$ cat config.mk
export PLATFORM = sky130hd
export DESIGN_NAME = display_scanner_flat
export DESIGN_NICKNAME = d
export VERILOG_FILES = /design/src/rtl/display_pkg.sv /design/src/rtl/display_scanner_if.sv /design/src/rtl/display_scanner_prescaler.sv /design/src/rtl/display_scanner.sv /design/src/flat_wrapper.sv
export SDC_FILE = /design/constraint.sdc
export NUM_CORES = 1
export LEC_CHECK = 0
export BUFFER_PORTS_ARGS = -buffer_cell sky130_fd_sc_hd__buf_2
export CORE_ASPECT_RATIO = 1.25
export CORE_MARGIN = 2
export CORE_UTILIZATION = 35
export DETAILED_ROUTE_END_ITERATION = 12
export GPL_TIMING_DRIVEN = 0
export PLACE_DENSITY = 0.6
export SETUP_SLACK_MARGIN = 0.4
export SLEW_MARGIN = 10
export SYNTH_ARGS = -nofsm -noshare
export SYNTH_HDL_FRONTEND = slang
export SYNTH_SLANG_ARGS = --single-unit
$ cat constraint.sdc
create_clock -name clk -period 3.2 [get_ports clk]
set_input_delay 0.16 -clock clk [delete_from_list [all_inputs] [get_ports clk]]
set_output_delay 0.16 -clock clk [all_outputs]
set_load 0.05 [all_outputs]
$ cat src/rtl/display_pkg.sv
`default_nettype none
// ============================================================================
//  Module      : display_pkg
//  Description : Shared constants and helpers for the 7-segment scan
//                controller. Provides the anode-off level, a constant
//                ceil(log2) helper for elaboration-time checks, and the
//                prescale value for a 100 MHz board clock.
//  Revision    : 1.0 - initial release
// ============================================================================
package display_pkg;

    // Common-anode drive is active-low: a 1 on the anode line turns it off.
    localparam logic AN_OFF = 1'b1;

    // 100 MHz / (8 digits * 16 PWM steps * 480 Hz) ~= 1628 clocks per step.
    localparam int DEFAULT_SUB_DIV = 1628;

    // Constant-evaluable ceil(log2(value)); returns 0 for value <= 1.
    function automatic int clog2(input int value);
        int r;
        r = 0;
        while ((1 << r) < value) begin
            r = r + 1;
        end
        return r;
    endfunction

endpackage : display_pkg
`default_nettype wire

$ cat src/rtl/display_scanner_if.sv
`default_nettype none
// ============================================================================
//  Module      : display_scanner_if
//  Description : Control / drive bundle of the display scanner.
//                master : block feeding enable, per-digit enables and
//                         brightness, and receiving the display drive.
//                slave  : the scanner itself.
//  Signals     : en, digit_en[NUM_DIGITS], brightness[DUTY_W]   (to scanner)
//                an[NUM_DIGITS] (active-low), seg_sel[SEL_W],
//                slot_tick                                      (from scanner)
//  Revision    : 1.0 - initial release
// ============================================================================
interface display_scanner_if #(
    parameter int NUM_DIGITS = 8,
    parameter int SEL_W      = 3,
    parameter int DUTY_W     = 4
);
    logic                  en;
    logic [NUM_DIGITS-1:0] digit_en;
    logic [DUTY_W-1:0]     brightness;
    logic [NUM_DIGITS-1:0] an;
    logic [SEL_W-1:0]      seg_sel;
    logic                  slot_tick;

    modport master (
        output en,
        output digit_en,
        output brightness,
        input  an,
        input  seg_sel,
        input  slot_tick
    );

    modport slave (
        input  en,
        input  digit_en,
        input  brightness,
        output an,
        output seg_sel,
        output slot_tick
    );
endinterface : display_scanner_if
`default_nettype wire

$ cat src/rtl/display_scanner_prescaler.sv
`default_nettype none
// ============================================================================
//  Module      : scan_prescaler
//  Description : Clock-enable prescaler for the scanner. sub_cnt divides the
//                system clock into PWM steps; step_cnt counts the steps of a
//                digit slot. Both freeze while en is low.
//  Ports       : clk, reset (async, active-high), en      - inputs
//                step_cnt[DUTY_W]  - current PWM step within the slot
//                slot_end          - high in the last enabled clock of a slot
//  Revision    : 1.0 - initial release
// ============================================================================
module scan_prescaler #(
    parameter int SUB_DIV = 1628,
    parameter int DUTY_W  = 4
) (
    input  logic              clk,
    input  logic              reset,
    input  logic              en,
    output logic [DUTY_W-1:0] step_cnt,
    output logic              slot_end
);
    // SUB_DIV = 1 still needs a 1-bit counter; it simply stays at 0.
    localparam int              SUB_W    = (SUB_DIV > 1) ? $clog2(SUB_DIV) : 1;
    localparam logic [SUB_W-1:0] SUB_LAST = SUB_W'(SUB_DIV - 1);

    logic [SUB_W-1:0]  r_sub_cnt;
    logic [DUTY_W-1:0] r_step_cnt;
    logic              w_sub_last;
    logic              w_step_last;

    assign w_sub_last  = (r_sub_cnt == SUB_LAST);
    assign w_step_last = &r_step_cnt;

    always_ff @(posedge clk or posedge reset) begin
        if (reset) begin
            r_sub_cnt  <= '0;
            r_step_cnt <= '0;
        end else if (en) begin
            if (w_sub_last) begin
                r_sub_cnt  <= '0;
                // Step count is a power of two, so natural overflow wraps it.
                r_step_cnt <= r_step_cnt + DUTY_W'(1);
            end else begin
                r_sub_cnt  <= r_sub_cnt + SUB_W'(1);
            end
        end
    end

    assign step_cnt = r_step_cnt;
    assign slot_end = en & w_sub_last & w_step_last;

endmodule : scan_prescaler
`default_nettype wire

$ cat src/rtl/display_scanner.sv
`default_nettype none
// ============================================================================
//  Module      : display_scanner
//  Description : Multi-digit scan controller for common-anode 7-segment
//                displays, with clock-enable prescaling, per-digit blanking
//                and PWM brightness. Brightness and the next digit's enable
//                are latched at each slot boundary so mid-slot changes never
//                glitch the display.
//  Ports       : clk            - system clock
//                reset          - asynchronous active-high reset
//                bus (slave)    - en, digit_en, brightness in;
//                                 an (active-low), seg_sel, slot_tick out
//  Revision    : 1.0 - initial release
// ============================================================================
module display_scanner
    import display_pkg::*;
#(
    parameter int NUM_DIGITS = 8,
    parameter int SEL_W      = 3,
    parameter int SUB_DIV    = DEFAULT_SUB_DIV,
    parameter int DUTY_W     = 4
) (
    input  logic            clk,
    input  logic            reset,
    display_scanner_if.slave bus
);
    // ------------------------------------------------------------------
    // Elaboration-time parameter checks
    // ------------------------------------------------------------------
    if (SEL_W < clog2(NUM_DIGITS)) begin : g_sel_w_too_narrow
        $error("display_scanner: SEL_W is too narrow for NUM_DIGITS");
    end
    if ((NUM_DIGITS < 2) || (NUM_DIGITS > 16)) begin : g_num_digits_range
        $error("display_scanner: NUM_DIGITS must be within 2..16");
    end
    if (SUB_DIV < 1) begin : g_sub_div_range
        $error("display_scanner: SUB_DIV must be at least 1");
    end

    localparam logic [SEL_W-1:0] LAST_DIGIT = SEL_W'(NUM_DIGITS - 1);

    // ------------------------------------------------------------------
    // Prescaler
    // ------------------------------------------------------------------
    logic [DUTY_W-1:0] w_step_cnt;
    logic              w_slot_end;

    scan_prescaler #(
        .SUB_DIV (SUB_DIV),
        .DUTY_W  (DUTY_W)
    ) u_prescaler (
        .clk      (clk),
        .reset    (reset),
        .en       (bus.en),
        .step_cnt (w_step_cnt),
        .slot_end (w_slot_end)
    );

    // ------------------------------------------------------------------
    // State
    // ------------------------------------------------------------------
    logic [SEL_W-1:0]      r_digit_idx;
    logic [DUTY_W-1:0]     r_lat_bri;
    logic                  r_lat_den;
    logic [NUM_DIGITS-1:0] r_an;
    logic [SEL_W-1:0]      r_seg_sel;
    logic                  r_slot_tick;
    // Set by the slot-end edge; turned into slot_tick one enabled clock
    // later so the pulse lines up with the first output of the new slot.
    logic                  r_wrap;

    logic [SEL_W-1:0]      w_idx_next;
    logic                  w_den_next;
    logic                  w_lit;
    logic [NUM_DIGITS-1:0] w_an_next;

    // Explicit compare so non-power-of-2 digit counts wrap correctly.
    assign w_idx_next = (r_digit_idx == LAST_DIGIT) ? '0
                                                    : r_digit_idx + SEL_W'(1);

    // Enable bit of the digit about to be scanned.
    always_comb begin
        w_den_next = 1'b0;
        for (int i = 0; i < NUM_DIGITS; i++) begin
            if (w_idx_next == SEL_W'(i)) begin
                w_den_next = bus.digit_en[i];
            end
        end
    end

    assign w_lit = bus.en & r_lat_den & (w_step_cnt <= r_lat_bri);

    // At most one anode bit is ever driven on.
    always_comb begin
        w_an_next = {NUM_DIGITS{AN_OFF}};
        for (int i = 0; i < NUM_DIGITS; i++) begin
            if (r_digit_idx == SEL_W'(i)) begin
                w_an_next[i] = w_lit ? ~AN_OFF : AN_OFF;
            end
        end
    end

    always_ff @(posedge clk or posedge reset) begin
        if (reset) begin
            r_digit_idx <= '0;
            r_lat_bri   <= '0;
            r_lat_den   <= 1'b0;
            r_an        <= {NUM_DIGITS{AN_OFF}};
            r_seg_sel   <= '0;
            r_slot_tick <= 1'b0;
            r_wrap      <= 1'b0;
        end else begin
            // slot_end is already qualified by en inside the prescaler.
            if (w_slot_end) begin
                r_digit_idx <= w_idx_next;
                r_lat_bri   <= bus.brightness;
                r_lat_den   <= w_den_next;
            end

            r_an        <= w_an_next;
            r_slot_tick <= bus.en & r_wrap;

            // seg_sel and the pending-tick flag freeze with the counters.
            if (bus.en) begin
                r_seg_sel <= r_digit_idx;
                r_wrap    <= w_slot_end;
            end
        end
    end

    assign bus.an        = r_an;
    assign bus.seg_sel   = r_seg_sel;
    assign bus.slot_tick = r_slot_tick;

endmodule : display_scanner
`default_nettype wire

$ cat src/flat_wrapper.sv
// flat-port wrapper written by rule: the top's interface ports become plain ports
module display_scanner_flat import display_pkg::*;
#(
    parameter int NUM_DIGITS = 8,
    parameter int SEL_W      = 3,
    parameter int SUB_DIV    = DEFAULT_SUB_DIV,
    parameter int DUTY_W     = 4
)
  (clk, reset, bus_en, bus_digit_en, bus_brightness, bus_an, bus_seg_sel, bus_slot_tick);
  display_scanner_if #(.NUM_DIGITS(NUM_DIGITS), .SEL_W(SEL_W), .DUTY_W(DUTY_W)) bus_i ();
  input  logic clk;
  input  logic reset;
  input wire logic [$bits(bus_i.en)-1:0] bus_en;
  input wire logic [$bits(bus_i.digit_en)-1:0] bus_digit_en;
  input wire logic [$bits(bus_i.brightness)-1:0] bus_brightness;
  output wire logic [$bits(bus_i.an)-1:0] bus_an;
  output wire logic [$bits(bus_i.seg_sel)-1:0] bus_seg_sel;
  output wire logic [$bits(bus_i.slot_tick)-1:0] bus_slot_tick;
  assign bus_i.en = bus_en;
  assign bus_i.digit_en = bus_digit_en;
  assign bus_i.brightness = bus_brightness;
  assign bus_an = bus_i.an;
  assign bus_seg_sel = bus_i.seg_sel;
  assign bus_slot_tick = bus_i.slot_tick;
  display_scanner #(.NUM_DIGITS(NUM_DIGITS), .SEL_W(SEL_W), .SUB_DIV(SUB_DIV), .DUTY_W(DUTY_W)) u_core (.clk(clk), .reset(reset), .bus(bus_i));
endmodule
**Yosys cells after proc, flatten, opt, wreduce, memory -nomap -nowiden**

Cells that the tools add are included.

- Register bits after elaboration: 36
- Output and inout bits: 12
- Input bits: 15

- Eq/ne operators: 15
- $add $sub $neg: 3
- Reductions and logical operators: 4
- Bitwise gates (word level): 5
- $lt $le $gt $ge: 1
- Muxes and demuxes: 19

Operators by type and width:

| cell | count |
|---|---|
| 3-bit equality test, second input constant | 8 |
| 1-bit 2-to-1 mux | 17 |
| 3-bit by 2-bit equality test with 1-bit output, second input constant | 4 |
| 11-bit by 1-bit adder with 11-bit output, second input constant | 1 |
| 11-bit equality test, second input constant | 1 |
| 11-bit 2-to-1 mux | 1 |
| 3-bit by 1-bit equality test with 1-bit output, second input constant | 2 |
| 3-bit zero test | 2 |
| 1-bit AND | 5 |
| 4-bit by 1-bit adder with 4-bit output, second input constant | 1 |
| 4-bit less-or-equal comparator | 1 |
| 4-bit AND reduction | 1 |
| 3-bit by 1-bit adder with 3-bit output, second input constant | 1 |
| 3-bit 2-to-1 mux | 1 |
| 2-bit AND reduction | 1 |

**Depth between registers and ports, before layout**

- Depth in word-level cells: 11
- Gate-level depth with buffers: 7

**Cells and area by module**

A second synthesis with hierarchy kept.

- Cells, all modules: 157
- Area, all modules: 1774.2 um2

By module, submodules not included:

| module | sequential area each (um2) | area an instance (um2) | times used | cells an instance |
|---|---|---|---|---|
| display_scanner | 535.5 | 1044.8 | 1 | 89 |
| scan_prescaler | 375.4 | 729.4 | 1 | 68 |

**Worst setup path after synthesis**

Ideal clock, no wire load.

- Kind: register to register
- Start: register u_core.r_digit_idx[0]
- End: register u_core.r_lat_den
- Arrival time: 1900 ps
- Clock period less this slack: 2021 ps
- Library setup time: 121 ps
- Setup slack: 1179 ps
- Cell stages (with the launch flop): 8
- Data required time: 3079 ps
- Cell sequence: dfrtp_1 -> ha_1 -> ha_1 -> clkbuf_1 -> mux2_2 -> o21ai_0 -> o221ai_1 -> a22o_1

- Cells in the longest elaborated chain, start to end: 11

RTL lines:

| item | RTL line | RTL |
|---|---|---|
| from (decl) | display_scanner.sv:62 | `logic [SEL_W-1:0] r_digit_idx;` |
| from (signal assigned) | display_scanner.sv:115 | `r_digit_idx <= w_idx_next;` |
| 3-bit by 1-bit adder with 3-bit output / 3-bit equality test (equally long branches) | display_scanner.sv:79, display_scanner.sv:78 |  |
| 3-bit 2-to-1 mux * | display_scanner.sv:78 | `assign w_idx_next = (r_digit_idx == LAST_DIGIT) ? '0` |
| 3-bit zero test | display_scanner.sv:85 | `if (w_idx_next == SEL_W'(i)) begin` |
| 1-bit 2-to-1 mux (7 in a row) | display_scanner.sv:85 |  |
| 1-bit 2-to-1 mux * | display_scanner.sv:85 |  |
| to (signal assigned) | display_scanner.sv:117 | `r_lat_den <= w_den_next;` |
| to (decl) | display_scanner.sv:64 | `logic r_lat_den;` |

Mark *: on every way between the ends. The rest lies on a longest branch, timed or not.
A chain may end at the register's enable or synchronous reset.

**Worst setup path after layout**

Same ends and word-level chain as after synthesis.

==> impl_metrics.json <==
{
  "outcome": "finished, final reports clean",
  "start_kind": "flop",
  "end_kind": "flop",
  "fp.dieW_um": 67.93,
  "cts_tree": "done",
  "fp.dieArea_mm2": 0.005700,
  "cts_setup_buffers": 0,
  "skew_ns": 0.007797,
  "ant_nets": 0,
  "synth_top_area_frac": 0.3919,
  "grt_pass1_vias": 1258,
  "die_h_um": 83.91,
  "final_common_cell": "dfrtp_1",
  "finalCritPeriodShare": 0.7069,
  "track_usage": 0.1303,
  "ctsLongestPathBuffers": 2,
  "peakVddDrop_v": 0.0001812,
  "cp.required_ns": 3.38,
  "ys_ff_latch": 36,
  "dpl.hpwl_um": 2445,
  "cp-endpoint": "u_core.r_lat_den$_DFFE_PP0P_",
  "slew_violations": 0,
  "avgRoutedWirePerCell_um": 13.18,
  "timing.rr.start": "u_core.r_digit_idx[0]$_DFFE_PP0P_",
  "arrival_ns": 2.44,
  "hold_class": "input port to async pin",
  "setup-violations-final": 0,
  "design.core.area_mm2": 0.005007,
  "r2r_cells": 7,
  "max_freq_ghz": 0.4421,
  "r2r_slack_ns": 0.94,
  "setup_ws_ns": 0.9381,
  "cts_root_buf": "clkbuf_8",
  "tns_ns": 0,
  "syn_inst": 159,
  "synth_nets": 186,
  "ys_warn_count": 0,
  "wl_um": 3362,
  "yosysSeqAreaShare": 0.5094,
  "clock_sinks": 36,
  "final_cell_mix": "28 x dfrtp_1, 27 x buf_2, 12 x inv_1, 12 x ha_1",
  "crit_start": "u_core.r_digit_idx[0]$_DFFE_PP0P_",
  "r2r_end": "u_core.r_lat_den$_DFFE_PP0P_",
  "synthTopCellsByArea": "dfrtp_1 39%, dfstp_2 12%, ha_1 8.4%, mux2_4 4.2%, mux2_2 3.8%",
  "ios": 27,
  "io_buffers": 26,
  "gp_congestion": 0.7405,
  "grt-ovfl-total": 0,
  "clk_pin_slew_ns": 0.08,
  "dr.pass1.iters": 4,
  "relSlewSlack": 0.5004,
  "clock_latency_ns": 0.29,
  "htreeDepth": 2,
  "num_rows": 29,
  "antenna_cells": 0,
  "drive_gt1_frac": 0.2902,
  "drtIter0Drc": 52,
  "cts_hold_repair.buffers": 0,
  "grt_setup_unrepaired": "no",
  "finalHoldViolCount": 0,
  "synth_top_cell_by_area": "dfrtp_1",
  "leakage_nw": 0.9950,
  "grt_first_pass_wirelength_um": 5664,
  "grt_max_degree": 37,
  "final.min_clock_period_ns": 2.262,
  "post_cts_resized": 0,
  "post-route-drc-count": 0,
  "netlist_area_mm2": 0.001788,
  "tightestPinTransition_ns": 0.7483,
  "maxCapViolCount": 0,
  "crit_type": "flop to flop",
  "syn_avg_cell_area_um2": 11.25,
  "start_util": 0.3571,
  "cellPowerDensity_mw_per_mm2": 480.4,
  "cts_buffers": 5,
  "antenna_found_initial": 0,
  "crit_fanout": 8,
  "vias": 1286,
  "synthToLayoutAreaGrowth_pct": 16.79,
  "post-place-ws_ns": 0.9353,
  "synthDistinctLibCells": 33,
  "nNetsFinal": 219,
  "via_per_inst": 5.043
}
==> flip-flops by register name (all words and copies together), names as in the netlist <==
| register | flops |
|---|---|
| u_core.u_prescaler.step_cnt | 4 |
| u_core.r_wrap | 1 |
| u_core.u_prescaler.r_sub_cnt | 11 |
| u_core.bus.seg_sel | 3 |
| u_core.bus.slot_tick | 1 |
| u_core.bus.an | 8 |
| u_core.r_lat_bri | 4 |
| u_core.r_lat_den | 1 |
| u_core.r_digit_idx | 3 |
==> synth_stat cells <==
cell / instances
nand2_1: 9
nor2_1: 3
clkbuf_1: 3
a32o_1: 1
dfrtp_1: 28
and3_1: 4
o21ai_0: 6
buf_1: 1
mux2_4: 5
dfstp_2: 8
buf_6: 1
nand3_1: 8
and2_1: 3
o221ai_1: 1
o22ai_1: 2
a22o_1: 2
nor3b_1: 1
mux2_2: 6
inv_1: 13
xor2_1: 4
a21oi_1: 7
nand4bb_1: 2
nand4_1: 9
xnor2_1: 5
nand2b_1: 1
or4_1: 1
nor2b_1: 2
a21o_1: 1
mux2i_1: 3
nor4_1: 2
ha_1: 12
buf_2: 1
nor3_1: 4
==> cells by family after synthesis <==
group	synth area share
AND/OR/NAND/NOR	0.1533
flip-flops	0.5094
AO/OA/AOI/OAI	0.06788
buffers and inverters	0.04478
multiplexers	0.09657
adder cells (fa/ha/maj)	0.08397
XOR/XNOR	0.04408
==> worst max-delay path: stages, from the launching register on <==
cell,delay (ns)
dfrtp_1,0.47
ha_1,0.26
ha_1,0.27
clkbuf_1,0.28
mux2_2,0.38
o21ai_0,0.16
o221ai_1,0.14
a22o_1,0.20
==> per-layer routing <==
metal  share of wire  track usage  up-vias
li1                -            -      626
met1            0.41       0.1511      637
met2            0.54       0.2233       18
met3           0.028      0.02834        5
met4           0.015      0.05455        0
met5               0            0        -
==> area by class of cell <==
class                           count  area (um2)
Inverter                           13       48.80
Clock buffer                        6       82.58
Buffer                              6       31.28
Tap cell                           62       77.57
Sequential cell                    36       910.9
Multi-Input combinational cell    104       797.0
Timing Repair Buffer               26       130.1
Clock inverter                      2       10.01
Fill cell                         506        2919
==> where the power goes <==
group          switching, mW  internal, mW
registers             0.0521         0.492
clock network          0.162         0.172
logic                 0.0644        0.0605
==> metrics by stage <==
stage / hold WS, ns / cells / power (mW) / util / instance area [um2]
floorplan: 0.3085 / 159 / 0.6369 / - / 1788
global placement: 0.3970 / 247 / 0.6729 / 0.3986 / 1996
detailed placement: 0.3442 / 247 / 0.6787 / 0.3986 / 1996
CTS: 0.02848 / 255 / 1.017 / 0.4170 / 2088
global route: 0.06699 / 255 / 1.061 / 0.4170 / 2088
finish: 0.0001447 / 255 / 1.003 / 0.4170 / 2088
==> how the worst min path moves through the flow <==
stage | startpoint | end | cells past startpoint
finish | reset | u_core.r_lat_bri[1]$_DFFE_PP0P_ | 2
global route | reset | u_core.r_lat_bri[1]$_DFFE_PP0P_ | 2
CTS | reset | u_core.r_lat_bri[1]$_DFFE_PP0P_ | 2
detailed placement | reset | u_core.r_lat_bri[0]$_DFFE_PP0P_ | 2
global placement | bus_brightness[1] | u_core.r_lat_bri[1]$_DFFE_PP0P_ | 2
floorplan | bus_brightness[0] | u_core.r_lat_bri[0]$_DFFE_PP0P_ | 1
No activity file was read; power rests on OpenSTA's default activity.
